===== src/rtl/snn_collector_pkg.sv =====
// snn_collector_pkg: shared register map, STATUS layout, score width and bus FSM states.
package snn_collector_pkg;
  localparam int SCORE_W = 16;
  localparam logic [1:0] ADR_STATUS = 2'd0;
  localparam logic [1:0] ADR_DATA = 2'd1;
  localparam logic [1:0] ADR_CLASS = 2'd2;
  localparam logic [1:0] ADR_CTRL = 2'd3;
  localparam int ST_OVF = 31;
  localparam int ST_FULL = 17;
  localparam int ST_EMPTY = 16;
  localparam int CTRL_FLUSH = 31;
  typedef enum logic {WB_IDLE, WB_ACK} wb_state_t;
  function automatic logic [31:0] status_word(logic ovf, logic full, logic empty, logic [7:0] count);
    logic [31:0] s;
    s = 32'(count);
    s[ST_OVF] = ovf;
    s[ST_FULL] = full;
    s[ST_EMPTY] = empty;
    return s;
  endfunction
endpackage


===== src/rtl/snn_inference_collector_if.sv =====
// snn_inference_collector_if: Wishbone slave bus of the SNN inference collector.
interface snn_inference_collector_if;
  logic [1:0] wb_adr_i;
  logic [31:0] wb_dat_i;
  logic [31:0] wb_dat_o;
  logic wb_we_i;
  logic wb_cyc_i;
  logic wb_stb_i;
  logic wb_ack_o;
  modport master(output wb_adr_i, wb_dat_i, wb_we_i, wb_cyc_i, wb_stb_i, input wb_dat_o, wb_ack_o);
  modport slave(input wb_adr_i, wb_dat_i, wb_we_i, wb_cyc_i, wb_stb_i, output wb_dat_o, wb_ack_o);
endinterface


===== src/rtl/snn_sync_fifo.sv =====
// snn_sync_fifo: power-of-two synchronous FIFO with combinational head, occupancy count and clear.
module snn_sync_fifo #(
  parameter int W = 32,
  parameter int DEPTH = 8
) (
  input  logic clk,
  input  logic rst_n,
  input  logic clr,
  input  logic push,
  input  logic pop,
  input  logic [W-1:0] din,
  output logic [W-1:0] dout,
  output logic full,
  output logic empty,
  output logic [$clog2(DEPTH):0] count
);
  localparam int AW = $clog2(DEPTH);
  localparam int CW = AW + 1;
  logic [W-1:0] mem [DEPTH];
  logic [AW-1:0] wp, rp;
  logic do_push, do_pop;
  assign full = count == CW'(DEPTH);
  assign empty = count == '0;
  assign do_pop = pop & ~empty;
  // a push into a full FIFO is legal when the head leaves in the same cycle
  assign do_push = push & (~full | do_pop);
  assign dout = mem[rp];
  always_ff @(posedge clk or negedge rst_n)
    if (!rst_n) begin
      wp <= '0;
      rp <= '0;
      count <= '0;
    end else if (clr) begin
      wp <= '0;
      rp <= '0;
      count <= '0;
    end else begin
      if (do_push) wp <= wp + 1'b1;
      if (do_pop) rp <= rp + 1'b1;
      count <= count + CW'(do_push) - CW'(do_pop);
    end
  always_ff @(posedge clk)
    if (do_push) mem[wp] <= din;
endmodule


===== src/rtl/snn_inference_collector.sv =====
// snn_inference_collector: decimating capture of SNN scores into a FIFO read over Wishbone.
// Define SNN_COLLECT_ARGMAX_EN to make CLASS report argmax of the head entry.
module snn_inference_collector
  import snn_collector_pkg::*;
#(
  parameter int DEPTH = 8,
  parameter int unsigned DECIM_RST = 1
) (
  input  logic wb_clk,
  input  logic wb_rst_n,
  input  logic valid_i,
  input  logic [SCORE_W-1:0] p1_i,
  input  logic [SCORE_W-1:0] p2_i,
  snn_inference_collector_if.slave wb,
  output logic irq_o
);
  localparam int CW = $clog2(DEPTH) + 1;
  wb_state_t state;
  logic [30:0] decim;
  logic [31:0] cnt, eff_m1, rdata, class_w;
  logic [2*SCORE_W-1:0] head;
  logic [CW-1:0] count;
  logic ovf, full, empty, req, wr, ctrl_wr, flush, decim_wr, pop, capture;
  assign req = state == WB_IDLE && wb.wb_cyc_i && wb.wb_stb_i;
  assign wr = req && wb.wb_we_i;
  assign ctrl_wr = wr && wb.wb_adr_i == ADR_CTRL;
  assign flush = ctrl_wr && wb.wb_dat_i[CTRL_FLUSH];
  assign decim_wr = ctrl_wr && !wb.wb_dat_i[CTRL_FLUSH];
  assign pop = req && !wb.wb_we_i && wb.wb_adr_i == ADR_DATA && !empty;
  assign capture = valid_i && cnt == '0;
  assign eff_m1 = decim == '0 ? '0 : {1'b0, decim} - 32'd1;
  assign irq_o = ~empty;
`ifdef SNN_COLLECT_ARGMAX_EN
  assign class_w = {31'b0, !empty && ($signed(head[2*SCORE_W-1:SCORE_W]) > $signed(head[SCORE_W-1:0]))};
`else
  assign class_w = '0;
`endif
  assign rdata = wb.wb_adr_i == ADR_STATUS ? status_word(ovf, full, empty, 8'(count))
               : wb.wb_adr_i == ADR_DATA ? (empty ? '0 : head)
               : wb.wb_adr_i == ADR_CLASS ? class_w
               : {1'b0, decim};
  snn_sync_fifo #(.W(2*SCORE_W), .DEPTH(DEPTH)) u_fifo (
    .clk(wb_clk),
    .rst_n(wb_rst_n),
    .clr(flush),
    .push(capture && !flush),
    .pop(pop),
    .din({p2_i, p1_i}),
    .dout(head),
    .full(full),
    .empty(empty),
    .count(count)
  );
  always_ff @(posedge wb_clk or negedge wb_rst_n)
    if (!wb_rst_n) begin
      state <= WB_IDLE;
      wb.wb_ack_o <= 1'b0;
      wb.wb_dat_o <= '0;
      decim <= 31'(DECIM_RST);
      cnt <= '0;
      ovf <= 1'b0;
    end else begin
      state <= req ? WB_ACK : WB_IDLE;
      wb.wb_ack_o <= req;
      if (req) wb.wb_dat_o <= wb.wb_we_i ? '0 : rdata;
      if (decim_wr) decim <= wb.wb_dat_i[30:0];
      cnt <= (flush || decim_wr) ? '0 : valid_i ? (cnt >= eff_m1 ? '0 : cnt + 32'd1) : cnt;
      ovf <= flush ? 1'b0 : (capture && full && !pop) ? 1'b1 : ovf;
    end
endmodule


===== src/flat_wrapper.sv =====
// flat-port wrapper written by rule: the top's interface ports become plain ports
module snn_inference_collector_flat import snn_collector_pkg::*;
#(
  parameter int DEPTH = 8,
  parameter int unsigned DECIM_RST = 1
)
  (wb_clk, wb_rst_n, valid_i, p1_i, p2_i, irq_o, wb_wb_adr_i, wb_wb_dat_i, wb_wb_we_i, wb_wb_cyc_i, wb_wb_stb_i, wb_wb_dat_o, wb_wb_ack_o);
  snn_inference_collector_if wb_i ();
  input  logic wb_clk;
  input  logic wb_rst_n;
  input  logic valid_i;
  input  logic [SCORE_W-1:0] p1_i;
  input  logic [SCORE_W-1:0] p2_i;
  output logic irq_o;
  input wire logic [$bits(wb_i.wb_adr_i)-1:0] wb_wb_adr_i;
  input wire logic [$bits(wb_i.wb_dat_i)-1:0] wb_wb_dat_i;
  input wire logic [$bits(wb_i.wb_we_i)-1:0] wb_wb_we_i;
  input wire logic [$bits(wb_i.wb_cyc_i)-1:0] wb_wb_cyc_i;
  input wire logic [$bits(wb_i.wb_stb_i)-1:0] wb_wb_stb_i;
  output wire logic [$bits(wb_i.wb_dat_o)-1:0] wb_wb_dat_o;
  output wire logic [$bits(wb_i.wb_ack_o)-1:0] wb_wb_ack_o;
  assign wb_i.wb_adr_i = wb_wb_adr_i;
  assign wb_i.wb_dat_i = wb_wb_dat_i;
  assign wb_i.wb_we_i = wb_wb_we_i;
  assign wb_i.wb_cyc_i = wb_wb_cyc_i;
  assign wb_i.wb_stb_i = wb_wb_stb_i;
  assign wb_wb_dat_o = wb_i.wb_dat_o;
  assign wb_wb_ack_o = wb_i.wb_ack_o;
  snn_inference_collector #(.DEPTH(DEPTH), .DECIM_RST(DECIM_RST)) u_core (.wb_clk(wb_clk), .wb_rst_n(wb_rst_n), .valid_i(valid_i), .p1_i(p1_i), .p2_i(p2_i), .wb(wb_i), .irq_o(irq_o));
endmodule

===== config.mk =====
export PLATFORM = sky130hd
export DESIGN_NAME = snn_inference_collector_flat
export DESIGN_NICKNAME = d
export VERILOG_FILES = /design/src/rtl/snn_collector_pkg.sv /design/src/rtl/snn_inference_collector_if.sv /design/src/rtl/snn_sync_fifo.sv /design/src/rtl/snn_inference_collector.sv /design/src/flat_wrapper.sv
export SDC_FILE = /design/constraint.sdc
export NUM_CORES = 1
export LEC_CHECK = 0
export ABC_AREA = 1
export BUFFER_PORTS_ARGS = -buffer_cell sky130_fd_sc_hd__buf_2
export CAP_MARGIN = 40
export CELL_PAD_IN_SITES_DETAIL_PLACEMENT = 0
export CELL_PAD_IN_SITES_GLOBAL_PLACEMENT = 2
export CORE_ASPECT_RATIO = 1.1
export CORE_MARGIN = 1.5
export CORE_UTILIZATION = 40
export CTS_CLUSTER_DIAMETER = 80
export DETAILED_ROUTE_END_ITERATION = 16
export PLACE_DENSITY = 0.79
export SYNTH_ARGS = -nofsm -noshare
export SYNTH_HDL_FRONTEND = slang
export SYNTH_SLANG_ARGS = --single-unit

===== constraint.sdc =====
create_clock -name wb_clk -period 3.48 [get_ports wb_clk]
set_input_delay 1.044 -clock wb_clk [delete_from_list [all_inputs] [get_ports wb_clk]]
set_output_delay 1.044 -clock wb_clk [all_outputs]
set_load 0.1 [all_outputs]

== Yosys cells after proc, flatten, opt, wreduce, memory -nomap -nowiden ==
Memory sizes are Yosys's and may differ from the RTL's.
Index checks and enable logic that the tools add are counted.

* Bits in writable memories: 256
* Register bits after elaboration: 108
* Word-level logic and storage cells: 73
* Memories: 1

{| class="wikitable"
|+ Memories
! memory !! words !! bits a word !! rd ports !! clocked after Yosys merged registers in !! write ports !! line !! RTL
|-
| u_core.u_fifo.mem || 8 || 32 || 1 || 0 || 1 || snn_sync_fifo.sv:19 || <nowiki>logic [W-1:0] mem [DEPTH];</nowiki>
|}

* Add/sub/neg operators: 6
* Reduce and logical (&&, ||, !) cells: 27
* Equal/unequal tests: 4
* Multiplexer cells: 19
* Bitwise logic cells: 6
* Magnitude comparators: 1

{| class="wikitable"
|+ Operator list
! operator !! count
|-
| 32-bit 2-to-1 mux || 8
|-
| 32-bit by 1-bit adder with 32-bit output, second input constant || 1
|-
| 32-bit >= comparator || 1
|-
| 32-bit logical NOT || 1
|-
| 31-bit by 1-bit subtractor with 32-bit output, second input constant || 1
|-
| 31-bit logical NOT || 1
|-
| 31-bit 2-to-1 mux || 1
|-
| 1-bit logical AND || 13
|-
| 3-bit 2-to-1 mux || 4
|-
| 2-bit nonzero test || 4
|-
| 3-bit by 1-bit adder with 3-bit output, second input constant || 2
|-
| 1-bit logical NOT || 5
|-
| 1-bit 2-to-1 mux || 5
|-
| 4-bit by 1-bit adder with 4-bit output || 1
|-
| 2-bit == test, second input constant || 2
|-
| 4-bit == test, second input constant || 1
|-
| 4-bit logical NOT || 1
|-
| 4-bit 2-to-1 mux || 1
|-
| 4-bit by 1-bit subtractor with 4-bit output || 1
|-
| 1-bit NOT || 3
|-
| 1-bit AND || 2
|-
| 2-bit by 1-bit == test with 1-bit output, second input constant || 1
|-
| 2-bit logical NOT || 1
|-
| 1-bit logical OR || 1
|-
| 1-bit bitwise OR || 1
|}

== Depth between registers and ports, before layout ==
Gate-level depths: netlist of the first run.

* Word-level depth: 12
* Mapped depth: 23
* Mapped depth without buffers: 21

== Hierarchy ==
A second synthesis of the first run with hierarchy kept.

* Cell total of the unflattened synthesis: 1777
* Area, all modules: 17326.6 sq um

{| class="wikitable"
|+ Modules (own cells, without submodules)
! module !! seq. area each (sq um) !! cells an instance !! area an instance (sq um) !! instances
|-
| snn_sync_fifo || 7937.6 || 867 || 10661.5 || 1
|-
| snn_inference_collector || 2428.6 || 910 || 6665.1 || 1
|}

== Worst setup path before layout of the first run ==
OpenSTA, ideal clock, no wires.

* Path kind: register -> register
* From: register u_core.u_fifo.count[2]
* To: memory u_core.u_fifo.mem[1][0] (enable)
* Setup slack: -301 ps
* Library setup time: 421 ps
* Required time: 3059 ps
* Stages on the path, launching flop included: 12
* Buffers on the path: 0
* Data arrival time: 3360 ps
* Cells stage by stage: dfrtp_1 -> inv_1 -> ha_1 -> nand3_1 -> nand2_1 -> inv_2 -> nand2_2 -> inv_2 -> nor2_1 -> inv_2 -> nand4_1 -> nor2_1

* Elaborated cells between the ends (all ways): 11
* Those cells by class: eq/ne (1); mux (2); bitwise (5); reduce/logical (3)

{| class="wikitable"
|+ RTL lines
! what !! line !! RTL
|-
| start, declared || snn_sync_fifo.sv:15 || <nowiki>output logic [$clog2(DEPTH):0] count</nowiki>
|-
| start signal, assigned || snn_sync_fifo.sv:40 || <nowiki>count <= count + CW'(do_push) - CW'(do_pop);</nowiki>
|-
| 4-bit logical NOT || snn_sync_fifo.sv:23 || <nowiki>assign empty = count == '0;</nowiki>
|-
| 1-bit NOT || - ||
|-
| net irq_o || flat_wrapper.sv:14 || <nowiki>output logic irq_o;</nowiki>
|-
| 1-bit AND || snn_sync_fifo.sv:24 || <nowiki>assign do_pop = pop & ~empty;</nowiki>
|-
| 1-bit bitwise OR || snn_sync_fifo.sv:26 || <nowiki>assign do_push = push & (~full | do_pop);</nowiki>
|-
| 1-bit AND || snn_sync_fifo.sv:26 ||
|-
| 1-bit 2-to-1 mux || snn_sync_fifo.sv:43 || <nowiki>if (do_push) mem[wp] <= din;</nowiki>
|-
| 1-bit 2-to-1 mux (implied by the code) || snn_sync_fifo.sv:43 ||
|-
| end, declared || snn_sync_fifo.sv:19 ||
|}

The timed path passes the listed nets, and every way through them passes these cells.

== Worst setup path in the final report of the first run ==
* From: register u_core.decim[3]
* To: register u_core.cnt[16]

* Longest elaborated chain between the ends: 6
* Elaborated cells between the ends (all ways): 7
* Those cells by class: add/sub (1); order compare (1); mux (4); reduce/logical (1)

{| class="wikitable"
|+ RTL lines
! what !! line !! RTL
|-
| start, declared || snn_inference_collector.sv:19 || <nowiki>logic [30:0] decim;</nowiki>
|-
| start signal, assigned || snn_inference_collector.sv:59 || <nowiki>decim <= 31'(DECIM_RST);</nowiki>
|-
| start signal, assigned || snn_inference_collector.sv:66 || <nowiki>if (decim_wr) decim <= wb.wb_dat_i[30:0];</nowiki>
|-
| 31-bit by 1-bit subtractor with 32-bit output / 31-bit logical NOT (equally long branches) || snn_inference_collector.sv:31 || <nowiki>assign eff_m1 = decim == '0 ? '0 : {1'b0, decim} - 32'd1;</nowiki>
|-
| 32-bit 2-to-1 mux * || snn_inference_collector.sv:31 ||
|-
| 32-bit >= comparator * || snn_inference_collector.sv:67 || <nowiki>cnt <= (flush || decim_wr) ? '0 : valid_i ? (cnt >= eff_m1 ? '0 : cnt + 32'd1) : cnt;</nowiki>
|-
| 32-bit 2-to-1 mux * (3 in series) || snn_inference_collector.sv:67 ||
|-
| end signal, assigned || snn_inference_collector.sv:67 ||
|-
| end, declared || snn_inference_collector.sv:20 || <nowiki>logic [31:0] cnt, eff_m1, rdata, class_w;</nowiki>
|}

Mark *: on every way between the ends. The rest lies on a longest branch, timed or not. The select of a mux whose other input is x is not followed.
A chain may end at the register's enable or synchronous reset.

==> impl_metrics.py, run 1 <==
metrics = {
    "run_status": {
        "status": "complete, no violations",
    },
    "placement": {
        "gp_congestion": 0.900,
        "io_buffers": 105,
        "dp.cells": 2376,
        "dpl_cell_area_mm2": 0.0188,
        "post-dp-hpwl_um": 32900,
    },
    "drt": {
        "via_per_inst": 5.18,
        "drt-total-wl_um": 47800,
        "drc": 0,
        "vias": 12700,
        "first_iter_violations": 587,
        "firstDrtPassIters": 5,
        "post_drt_wl_per_cell_um": 19.5,
        "ant_nets": 0,
    },
    "worst_hold_path": {
        "whs_endpoint": "u_core.wb.wb_dat_o[6]$_DFFE_PN0P_",
        "hold_depth": 2,
        "hp-start": "u_core.wb.wb_dat_o[6]$_DFFE_PN0P_",
        "min_path_type": "flop to flop",
    },
    "timing": {
        "finalSetupViolCount": 0,
        "max_freq_mhz": 312,
        "worst-slew-pin-transition_ns": 0.786,
        "drv_slew": 0,
        "max_slew_margin": 0.475,
        "fin_crit_sh": 0.921,
        "finalHoldViolations": 0,
        "rsz0062_at_grt": "false",
        "skew_ns": 0.0261,
        "hold_ws_ns": 0.473,
        "finalCriticalPeriod_ns": 3.21,
        "tns_ns": 0,
    },
    "setup_path": {
        "reg2reg_to": "u_core.cnt[16]$_DFFE_PN0P_",
        "path_max_fanout": 8,
        "critPathMaxStageDelay_ns": 0.43,
        "arrival_ns": 3.64,
        "r2r_setup_slack_ns": 0.27,
        "critPathBufInv": 3,
        "cp.required_ns": 3.92,
        "cpMaxStageDelayCell": "dfrtp_1",
        "path_cells": "inv_1, nand2_1, nor3_2, nand3_2, buf_4, nor2_4, nand2_2, nor2_1, nand3_1, ha_1, nand2_1, nor2_1, nand2_1, nor2_1, nand2_1, nand3_1, buf_4, a21oi_1",
        "regToRegStartpoint": "u_core.decim[3]$_DFFE_PN0P_",
        "cpMostUsedCell": "nand2_1",
        "cp.depth": 18,
        "r2r_cells": 18,
        "worst_setup_path_start_kind": "flop",
        "crit_path_end_kind": "flop",
        "crit_family": "simple AND/OR/NAND/NOR gates",
        "path_class": "flop to flop",
    },
    "yosys": {
        "synth_cell_type_count": 42,
        "ys.warnings.count": 0,
        "synth_cells": 1710,
        "synth_top_cell_area_share": 0.449,
        "synth_area_leaders": "edfxtp_1 (45%), dfrtp_1 (15%), nand2_1 (7.3%)",
        "synth_area_mm2": 0.0171,
        "synth_seq_cells": 363,
        "synth_edf_count": 256,
        "syn_nets": 1827,
        "synthFlopType": "edfxtp_1",
        "synth.largest_area_cell": "edfxtp_1",
        "ys_seq_area_frac": 0.605,
        "async_flop_share": 0.295,
        "syn_avg_cell_area_um2": 10.0,
    },
    "layout": {
        "fin_cells": 2453,
        "syn_to_final_growth_pct": 17.6,
        "final_net_count": 1970,
        "fill_cells": 4024,
        "final_cell_area_mm2": 0.0201,
        "drive_gt1_frac": 0.156,
    },
    "floorplanning": {
        "core_area_mm2": 0.0423,
        "ios": 106,
        "fp.dieH_um": 220,
        "rows": 79,
        "die_x_um": 200,
        "start_util": 0.405,
        "dieArea_mm2": 0.0441,
    },
    "clock_network": {
        "clockBufferDepth": 3,
        "holdBufCountCts": 0,
        "clk_pin_slew_worst_paths_ns": 0.06,
        "insertion_delay_ns": 0.58,
        "root_buffer": "clkbuf_16",
        "htree_levels": 2,
        "cts_buffers": 42,
        "cts_tree": "yes",
        "cts_setup_buffers": 0,
        "cts.sinks": 363,
    },
    "grt": {
        "grt_remaining_overflow": 0,
        "grt_pass1_vias": 12400,
        "grt_max_degree": 130,
        "grt_pass1_wl_um": 73200,
        "grtUsageTotal": 0.219,
        "antenna_found_initial": 4,
    },
    "pwr": {
        "pwr_density_cell_mw_per_mm2": 642,
        "fin_total_pwr_mw": 12.9,
        "leakagePower_nw": 8.05,
        "peakVddDrop_mv": 0.404,
    },
    "flow_run": {
        "cap_violations": 0,
    },
}
[power breakdown]
part           internal [mW]  switching (mW)  total (mW)
Sequential              4.86           0.270        5.13
Clock                   2.53            1.80        4.33
Combinational           1.05            2.41        3.46
[layout by cell type, fill, tap and decap left out, types with 3 or more instances in the layout]
cell type and instances:
inv_6 3, xnor2_1 8, mux2_2 13, nor2_2 5, bufinv_16 4, xor2_1 21, nand2_2 3, o21ai_0 171
nor2_1 266, o211ai_1 37, inv_2 7, o22ai_1 31, clkbuf_1 6, clkbuf_16 42, clkinv_1 13, clkinvlp_4 3
nor3_1 10, a21oi_1 47, inv_1 98, buf_2 104, nand4_1 25, ha_1 44, dfrtp_1 103, nand3_1 76
nand2_1 332, or2_2 3, o221ai_1 29, buf_12 11, nor2_4 12, o21bai_1 6, clkinv_2 4, a21o_1 4
nor3_2 5, buf_4 58, edfxtp_1 256
[cells in the mapped netlist (9+ instances only)]
library cell and n:
nand2_1 333, nor2_1 270, edfxtp_1 256, o21ai_0 171
dfrtp_1 106, inv_1 98, nand3_1 76, clkbuf_1 52
a21oi_1 48, ha_1 44, o211ai_1 37, o22ai_1 31
o221ai_1 29, nand4_1 25, xor2_1 21, buf_2 18
mux2_2 13, nor3_1 11, inv_2 9, nor2_2 9
[registers in the layout, indices dropped and copies added, names as in the netlist]
name	cells
u_core.u_fifo.mem	256
u_core.cnt	32
u_core.wb.wb_dat_o	32
u_core.decim	31
u_core.u_fifo.count	4
u_core.u_fifo.rp	3
u_core.u_fifo.wp	3
u_core.ovf	1
u_core.state	1
[area by class of cell]
type	count	area [um2]	area share
Antenna cell	1	2.50	0.000124
Timing Repair Buffer	175	1200	0.0597
Inverter	107	405	0.0201
Clock buffer	48	1070	0.0533
Multi-Input combinational cell	1164	6090	0.303
Clock inverter	28	283	0.0140
Sequential cell	363	10400	0.515
Tap cell	567	709	0.0352
[worst max-delay path by stage]
stage	startpoint	endpoint
2_1_floorplan	u_core.u_fifo.count[2]$_DFF_PN0_	u_core.u_fifo.mem[1][0]$_DFFE_PP_
4_1_cts	u_core.decim[1]$_DFFE_PN0P_	u_core.cnt[16]$_DFFE_PN0P_
3_5_place_dp	u_core.decim[1]$_DFFE_PN0P_	u_core.cnt[20]$_DFFE_PN0P_
5_1_grt	u_core.decim[13]$_DFFE_PN0P_	u_core.cnt[15]$_DFFE_PN0P_
6_report	u_core.decim[3]$_DFFE_PN0P_	u_core.cnt[16]$_DFFE_PN0P_
3_3_place_gp	u_core.decim[1]$_DFFE_PN0P_	u_core.cnt[16]$_DFFE_PN0P_
[routing by layer]
layer | part of all wire | vias to the layer above | track usage
li1 | - | 6241 | -
met2 | 0.51 | 257 | 0.389
met1 | 0.42 | 6105 | 0.269
met3 | 0.042 | 97 | 0.0393
met4 | 0.030 | 8 | 0.0724
met5 | 0.0011 | - | 0
[through the flow]
step	setup slack, ns	util
after floorplan	-0.301	-
after global placement	-0.0166	0.443
after detailed placement	-0.106	0.443
after CTS	0.0754	0.476
after global routing	0.00558	0.476
final	0.274	0.476
[kinds of logic (layout without fill, tap and decap cells)]
| family | Yosys count | count (layout) | synth area share |
|---|---|---|---|
| compound gates | 330 | 330 | 0.113 |
| xor+xnor | 29 | 29 | 0.0148 |
| fa+ha+maj | 45 | 45 | 0.0333 |
| buf+inv | 183 | 358 | 0.0434 |
| flops | 363 | 363 | 0.605 |
| mux | 13 | 13 | 0.00855 |
| other cells | 0 | 1 | 0 |
| simple gates | 747 | 747 | 0.182 |
[worst min-delay path: cells and delay by family, from the launching register on]
family	cells	cell delay (ns)
DFF	1	0.33
and+or+nand+nor	2	0.10
[what timing repair did]
item	4_1_cts	5_1_grt
setup endpoints to repair	29	29
gates cloned	0	0
resized for setup	1	6
Note: power is estimated with default switching activity, not from simulation.
==> run 2, diff against run 1 <==
==> constraint.sdc (replaced) <==
create_clock -name wb_clk -period 3.48 [get_ports wb_clk]
set_input_delay 0.348 -clock wb_clk [delete_from_list [all_inputs] [get_ports wb_clk]]
set_output_delay 0.348 -clock wb_clk [all_outputs]
set_load 0.1 [all_outputs]
==> run 2 against run 1 <==
  * Hold slack got worse by 0.44 ns
  * Clock power is 4% lower
  * Utilization is 0.13 points lower
  * Critical path depth unchanged
  * Total power decreased by 1.7%
  * Final area is 0.27% lower
  * Highest routed layer unchanged
==> impl_metrics.py, run 2 (synthesis gave the netlist of run 1 again) <==
metrics = {
    "pwr": {
        "peakVddDrop_mv": 0.469,
        "p_switching_mw": 4.41,
        "clock_power_share": 0.328,
        "power_frac_seq": 0.408,
        "p_int_mw": 8.29,
        "leakagePower_nw": 8.03,
        "fin_total_pwr_mw": 12.7,
        "power.share.combinational": 0.263,
        "netSwitchingFraction": 0.348,
        "pwr_density_cell_mw_per_mm2": 632,
    },
    "timing": {
        "worst-slew-pin-transition_ns": 0.897,
        "max_freq_mhz": 319,
        "rsz0062_at_grt": "true",
        "finalCriticalPeriod_ns": 3.14,
        "fin_ws_ns": 0.343,
        "finalSetupViolCount": 0,
        "fin_crit_sh": 0.901,
        "skew_ns": 0.0203,
        "finalHoldViolations": 0,
        "drv_slew": 0,
        "max_slew_margin": 0.401,
    },
    "layout": {
        "regMostFlops": "u_core.u_fifo.mem",
        "largest_register_ffs": 256,
        "final_common_cell": "nand2_1",
        "final_cell_mix": "nand2_1 (332), nor2_1 (263), edfxtp_1 (256)",
        "syn_to_final_growth_pct": 17.3,
        "final_net_count": 1968,
        "reg_top3": "u_core.u_fifo.mem: 256 flops, u_core.cnt: 32 flops, u_core.wb.wb_dat_o: 32 flops",
        "antenna_cells": 0,
        "fill_cells": 4046,
        "utilization": 0.475,
        "drive_gt1_frac": 0.153,
    },
    "setup_path": {
        "regToRegStartpoint": "u_core.decim[8]$_DFFE_PN0P_",
        "path_class": "flop to flop",
        "critPathLaunch": "u_core.decim[8]$_DFFE_PN0P_",
        "worst_setup_path_start_kind": "flop",
        "cp.required_ns": 3.98,
        "path_max_fanout": 8,
        "crit_path_end_kind": "flop",
        "arrival_ns": 3.63,
    },
    "clock_network": {
        "clockBufferDepth": 3,
        "cts.sinks": 363,
        "root_buffer": "clkbuf_16",
        "cts_buffers": 41,
        "insertion_delay_ns": 0.58,
        "htree_levels": 2,
        "cts_tree": "yes",
        "clk_pin_slew_worst_paths_ns": 0.06,
    },
    "floorplanning": {
        "ios": 106,
        "fp.dieH_um": 220,
        "core_area_mm2": 0.0423,
        "die_x_um": 200,
        "rows": 79,
        "dieArea_mm2": 0.0441,
        "start_util": 0.405,
    },
    "worst_hold_path": {
        "hp-start": "p2_i[7]",
        "min_path_type": "primary input to flop",
    },
    "drt": {
        "drt-total-wl_um": 48000,
        "firstDrtPassIters": 7,
        "drc": 0,
        "post_drt_wl_per_cell_um": 19.6,
        "first_iter_violations": 612,
        "via_per_inst": 5.18,
        "vias": 12700,
        "ant_nets": 0,
    },
    "placement": {
        "post-dp-hpwl_um": 32200,
        "io_buffers": 105,
        "dp_slack_ns": -0.0130,
        "gp_congestion": 0.883,
    },
    "run_status": {
        "status": "complete, no violations",
    },
    "grt": {
        "grt_pass1_vias": 12500,
        "grtUsageTotal": 0.220,
        "antenna_found_initial": 4,
        "grt_max_degree": 107,
        "grt_remaining_overflow": 0,
        "grt_pass1_wl_um": 73900,
    },
    "flow_run": {
        "cap_violations": 0,
    },
}
run 2: path summary, 6_finish.rpt:
check                                                endpoint  slack [ns]  cells past startpoint
setup / recovery                   u_core.cnt[19]$_DFFE_PN0P_        0.34                     18
hold / removal             u_core.u_fifo.mem[0][23]$_DFFE_PP_        0.03                      1
setup reg to reg                   u_core.cnt[19]$_DFFE_PN0P_        0.34                     18
hold reg to reg                        u_core.state$_DFF_PN0_        0.47                      1
max in group asynchronous        u_core.decim[26]$_DFFE_PN0P_        2.35                      3
min in group asynchronous    u_core.u_fifo.count[3]$_DFF_PN0_        0.27                      2
run 2: per-stage QoR:
step                      setup TNS (ns)  instances  hold WS [ns]  area (um2)
final                                  0       2448        0.0291       20100
after detailed placement         -0.0281       2366         0.347       18700
after global placement           -0.0906       2365         0.345       18600
after floorplan                   -38.57       1710        0.0524       17100
after global routing            -0.00118       2448       0.00643       20100
after CTS                              0       2447      0.000125       20000
run 2: final cells by class:
cell class	count	area, um2	area share
inverter	107	405	0.0202
timing repair buffer	174	1190	0.0595
clock inverter	19	218	0.0108
tap	567	709	0.0353
sequential	363	10400	0.516
multi-input combinational	1164	6110	0.304
clock buffer	54	1070	0.0535
run 2: metal layers:
| layer | part of all wire | routed length (um) | vias to the layer above | GRT usage |
|---|---|---|---|---|
| met4 | 0.029 | 1410 | 8 | 0.0762 |
| met5 | 0.00096 | 46 | - | 0 |
| met1 | 0.42 | 19900 | 6091 | 0.273 |
| li1 | - | - | 6229 | - |
| met3 | 0.043 | 2050 | 97 | 0.0364 |
| met2 | 0.51 | 24500 | 264 | 0.391 |
run 2: repair_timing:
item                       CTS  global route
buffers inserted             0             1
hold endpoints to repair    44             0
setup endpoints to repair    8            29
pin swaps                    0             1
hold buffers                 8             0
gates resized for setup      1            14
run 2: worst max-delay path, stage by stage, from the launching register on:
cell,delay [ns]
dfrtp_1,0.42
or2_2,0.35
nor3_4,0.15
nand3_2,0.12
buf_4,0.18
nor2_4,0.14
nand2_4,0.09
o21bai_1,0.14
nand3_1,0.09
ha_1,0.31
a21oi_1,0.14
o21ai_0,0.10
nand2_1,0.06
nand2_1,0.06
a21oi_2,0.13
buf_4,0.14
nand3_1,0.13
buf_6,0.18
a21oi_1,0.12
run 2: power groups by stage:
stage	combinational (mW)	clock (mW)	sequential (mW)
global placement	3.30	0	5.27
floorplan	2.05	0	5.52
detailed placement	3.36	0	5.27
global route	3.74	4.47	5.22
CTS	3.38	4.28	5.19
finish	3.35	4.17	5.18
==> run 3, diff against run 2 <==
--- a/config.mk
+++ b/config.mk
@@ -16,6 +16,8 @@
 export CTS_CLUSTER_DIAMETER = 80
 export DETAILED_ROUTE_END_ITERATION = 16
 export PLACE_DENSITY = 0.79
+export RECOVER_POWER = 50
+export REMOVE_ABC_BUFFERS = 1
 export SYNTH_ARGS = -nofsm -noshare
 export SYNTH_HDL_FRONTEND = slang
 export SYNTH_SLANG_ARGS = --single-unit
==> run 3 against run 2 <==
  * Combinational power is 4% higher
  * Setup slack better by 0.0044 ns
  * Sequential power is 2% lower
  * Flip-flop and latch count stayed put
  * Sequential share of layout area is 0.50 points higher
  * Hold slack worse by 0.0030 ns
  * Utilization is 0.47 points lower
  * Count of clock-buffer cells in the layout is 1 lower
  * Final area is 0.98% lower
  * First-iteration DRC count is 29% higher
  * Clock skew is 0.0022 ns lower
==> impl_metrics.py, run 3 (synthesis gave the netlist of run 1 again) <==
metrics = {
    "floorplanning": {
        "start_util": 0.405,
        "dieArea_mm2": 0.0441,
        "core_area_mm2": 0.0423,
        "fp.dieH_um": 220,
        "die_x_um": 200,
        "ios": 106,
        "rows": 79,
    },
    "setup_path": {
        "path_class": "flop to flop",
        "r2r_cells": 19,
        "arrival_ns": 3.60,
        "worst_setup_path_start_kind": "flop",
        "path_max_fanout": 21,
        "reg2reg_to": "u_core.cnt[6]$_DFFE_PN0P_",
        "crit_path_end_kind": "flop",
        "regToRegStartpoint": "u_core.decim[12]$_DFFE_PN0P_",
        "r2r_setup_slack_ns": 0.35,
        "cp.required_ns": 3.95,
    },
    "run_status": {
        "status": "complete, no violations",
    },
    "timing": {
        "tns_ns": 0,
        "drv_slew": 0,
        "max_freq_mhz": 319,
        "rsz0062_at_grt": "false",
        "max_slew_margin": 0.0163,
        "finalCriticalPeriod_ns": 3.13,
        "fin_crit_sh": 0.900,
        "finalHoldViolations": 0,
        "finalSetupViolCount": 0,
        "worst-slew-pin-transition_ns": 1.48,
        "skew_ns": 0.0181,
    },
    "clock_network": {
        "cts.sinks": 363,
        "cts_buffers": 41,
        "cts_setup_buffers": 0,
        "cts_tree": "yes",
        "clockBufferDepth": 3,
        "root_buffer": "clkbuf_16",
        "insertion_delay_ns": 0.56,
        "htree_levels": 2,
        "clk_pin_slew_worst_paths_ns": 0.07,
    },
    "drt": {
        "drc": 0,
        "vias": 12700,
        "post_drt_wl_per_cell_um": 20.1,
        "via_per_inst": 5.22,
        "drt-total-wl_um": 48700,
        "first_iter_violations": 791,
        "ant_nets": 0,
        "firstDrtPassIters": 5,
    },
    "grt": {
        "grt_pass1_wl_um": 74600,
        "antenna_found_initial": 0,
        "grt_max_degree": 130,
        "grtUsageTotal": 0.224,
        "grt_remaining_overflow": 0,
        "grt_pass1_vias": 12700,
    },
    "layout": {
        "drive_gt1_frac": 0.119,
        "largest_register_ffs": 256,
        "multiInputGateArea_mm2": 0.00609,
        "final_cell_area_mm2": 0.0199,
        "seq_area_mm2": 0.0104,
        "fin_cells": 2429,
        "fill_cells": 4056,
        "reg_top3": "u_core.u_fifo.mem: 256 flops, u_core.cnt: 32 flops, u_core.wb.wb_dat_o: 32 flops",
        "syn_to_final_growth_pct": 16.1,
        "regMostFlops": "u_core.u_fifo.mem",
        "final_net_count": 1947,
        "final_cell_mix": "nand2_1 (332), nor2_1 (266), edfxtp_1 (256)",
        "final_common_cell": "nand2_1",
        "antenna_cells": 0,
        "utilization": 0.470,
    },
    "placement": {
        "dp.cells": 2353,
        "io_buffers": 105,
        "gp_congestion": 0.855,
        "post-dp-hpwl_um": 31600,
        "dpl_cell_area_mm2": 0.0186,
    },
    "worst_hold_path": {
        "hp-start": "wb_wb_dat_i[26]",
        "hold_depth": 2,
        "min_path_type": "primary input to flop",
        "whs_endpoint": "u_core.decim[26]$_DFFE_PN0P_",
    },
    "pwr": {
        "pwr_density_cell_mw_per_mm2": 642,
        "leakagePower_nw": 7.78,
        "peakVddDrop_mv": 0.499,
        "fin_total_pwr_mw": 12.8,
    },
    "flow_run": {
        "cap_violations": 0,
    },
}
-- run 3: power breakdown --
part	total, mW	switching (mW)	leakage [nW]	internal, mW
clock	4.19	1.75	0.618	2.44
combinational	3.50	2.46	3.51	1.04
sequential	5.08	0.222	3.65	4.86
-- run 3: repair_timing --
item                                    in CTS  in global routing
hold buffers                                 1                  0
resized for setup                            0                  8
hold endpoints to repair                    46                  0
endpoints found under the setup margin       0                 29
-- run 3: layout make-up --
class	count	share of cell area
sequential	363	0.521
timing repair buffer	153	0.0513
multi-input combinational	1164	0.306
clock inverter	22	0.0100
clock buffer	53	0.0549
tap	567	0.0357
inverter	107	0.0204
-- run 3: worst max-delay path: stages (launching register included) --
cell and delay, ns:
dfrtp_1 0.43, inv_1 0.14, nand2_1 0.09, inv_1 0.07, nand2_1 0.11, nor2_2 0.17
inv_1 0.09, nor3_1 0.14, buf_4 0.14, nand4_1 0.10, buf_4 0.19, nand3_1 0.10
ha_1 0.24, a21oi_1 0.17, o21a_1 0.15, nand2_1 0.07, a21oi_2 0.16, nand3_1 0.12
buf_6 0.19, o21ai_0 0.16
-- run 3: per-stage QoR --
step / hold slack, ns / setup slack, ns
floorplan: 0.0524 / -0.701
global placement: 0.453 / 0.275
detailed placement: 0.461 / 0.161
CTS: 0.00588 / 0.139
global route: 0.0185 / 0.0361
finish: 0.0260 / 0.348
-- run 3: worst max-delay path by stage --
stage	startpoint	end	slack, ns	cells after the start
floorplan	u_core.u_fifo.rp[0]$_DFFE_PN0P_	u_core.wb.wb_dat_o[31]$_DFFE_PN0P_	-0.70	9
global placement	u_core.decim[0]$_DFFE_PN1P_	u_core.cnt[0]$_DFFE_PN0P_	0.28	18
detailed placement	u_core.decim[0]$_DFFE_PN1P_	u_core.cnt[27]$_DFFE_PN0P_	0.16	18
CTS	u_core.decim[0]$_DFFE_PN1P_	u_core.cnt[3]$_DFFE_PN0P_	0.14	18
global route	u_core.decim[12]$_DFFE_PN0P_	u_core.cnt[2]$_DFFE_PN0P_	0.04	19
finish	u_core.decim[12]$_DFFE_PN0P_	u_core.cnt[6]$_DFFE_PN0P_	0.35	19
-- run 3: routing by layer --
layer  share of wire  GRT usage  vias up
met2            0.48      0.380      253
met5               0          0        -
met1            0.45      0.294     6181
met4           0.023     0.0667        0
li1                -          -     6186
met3           0.048     0.0401       71
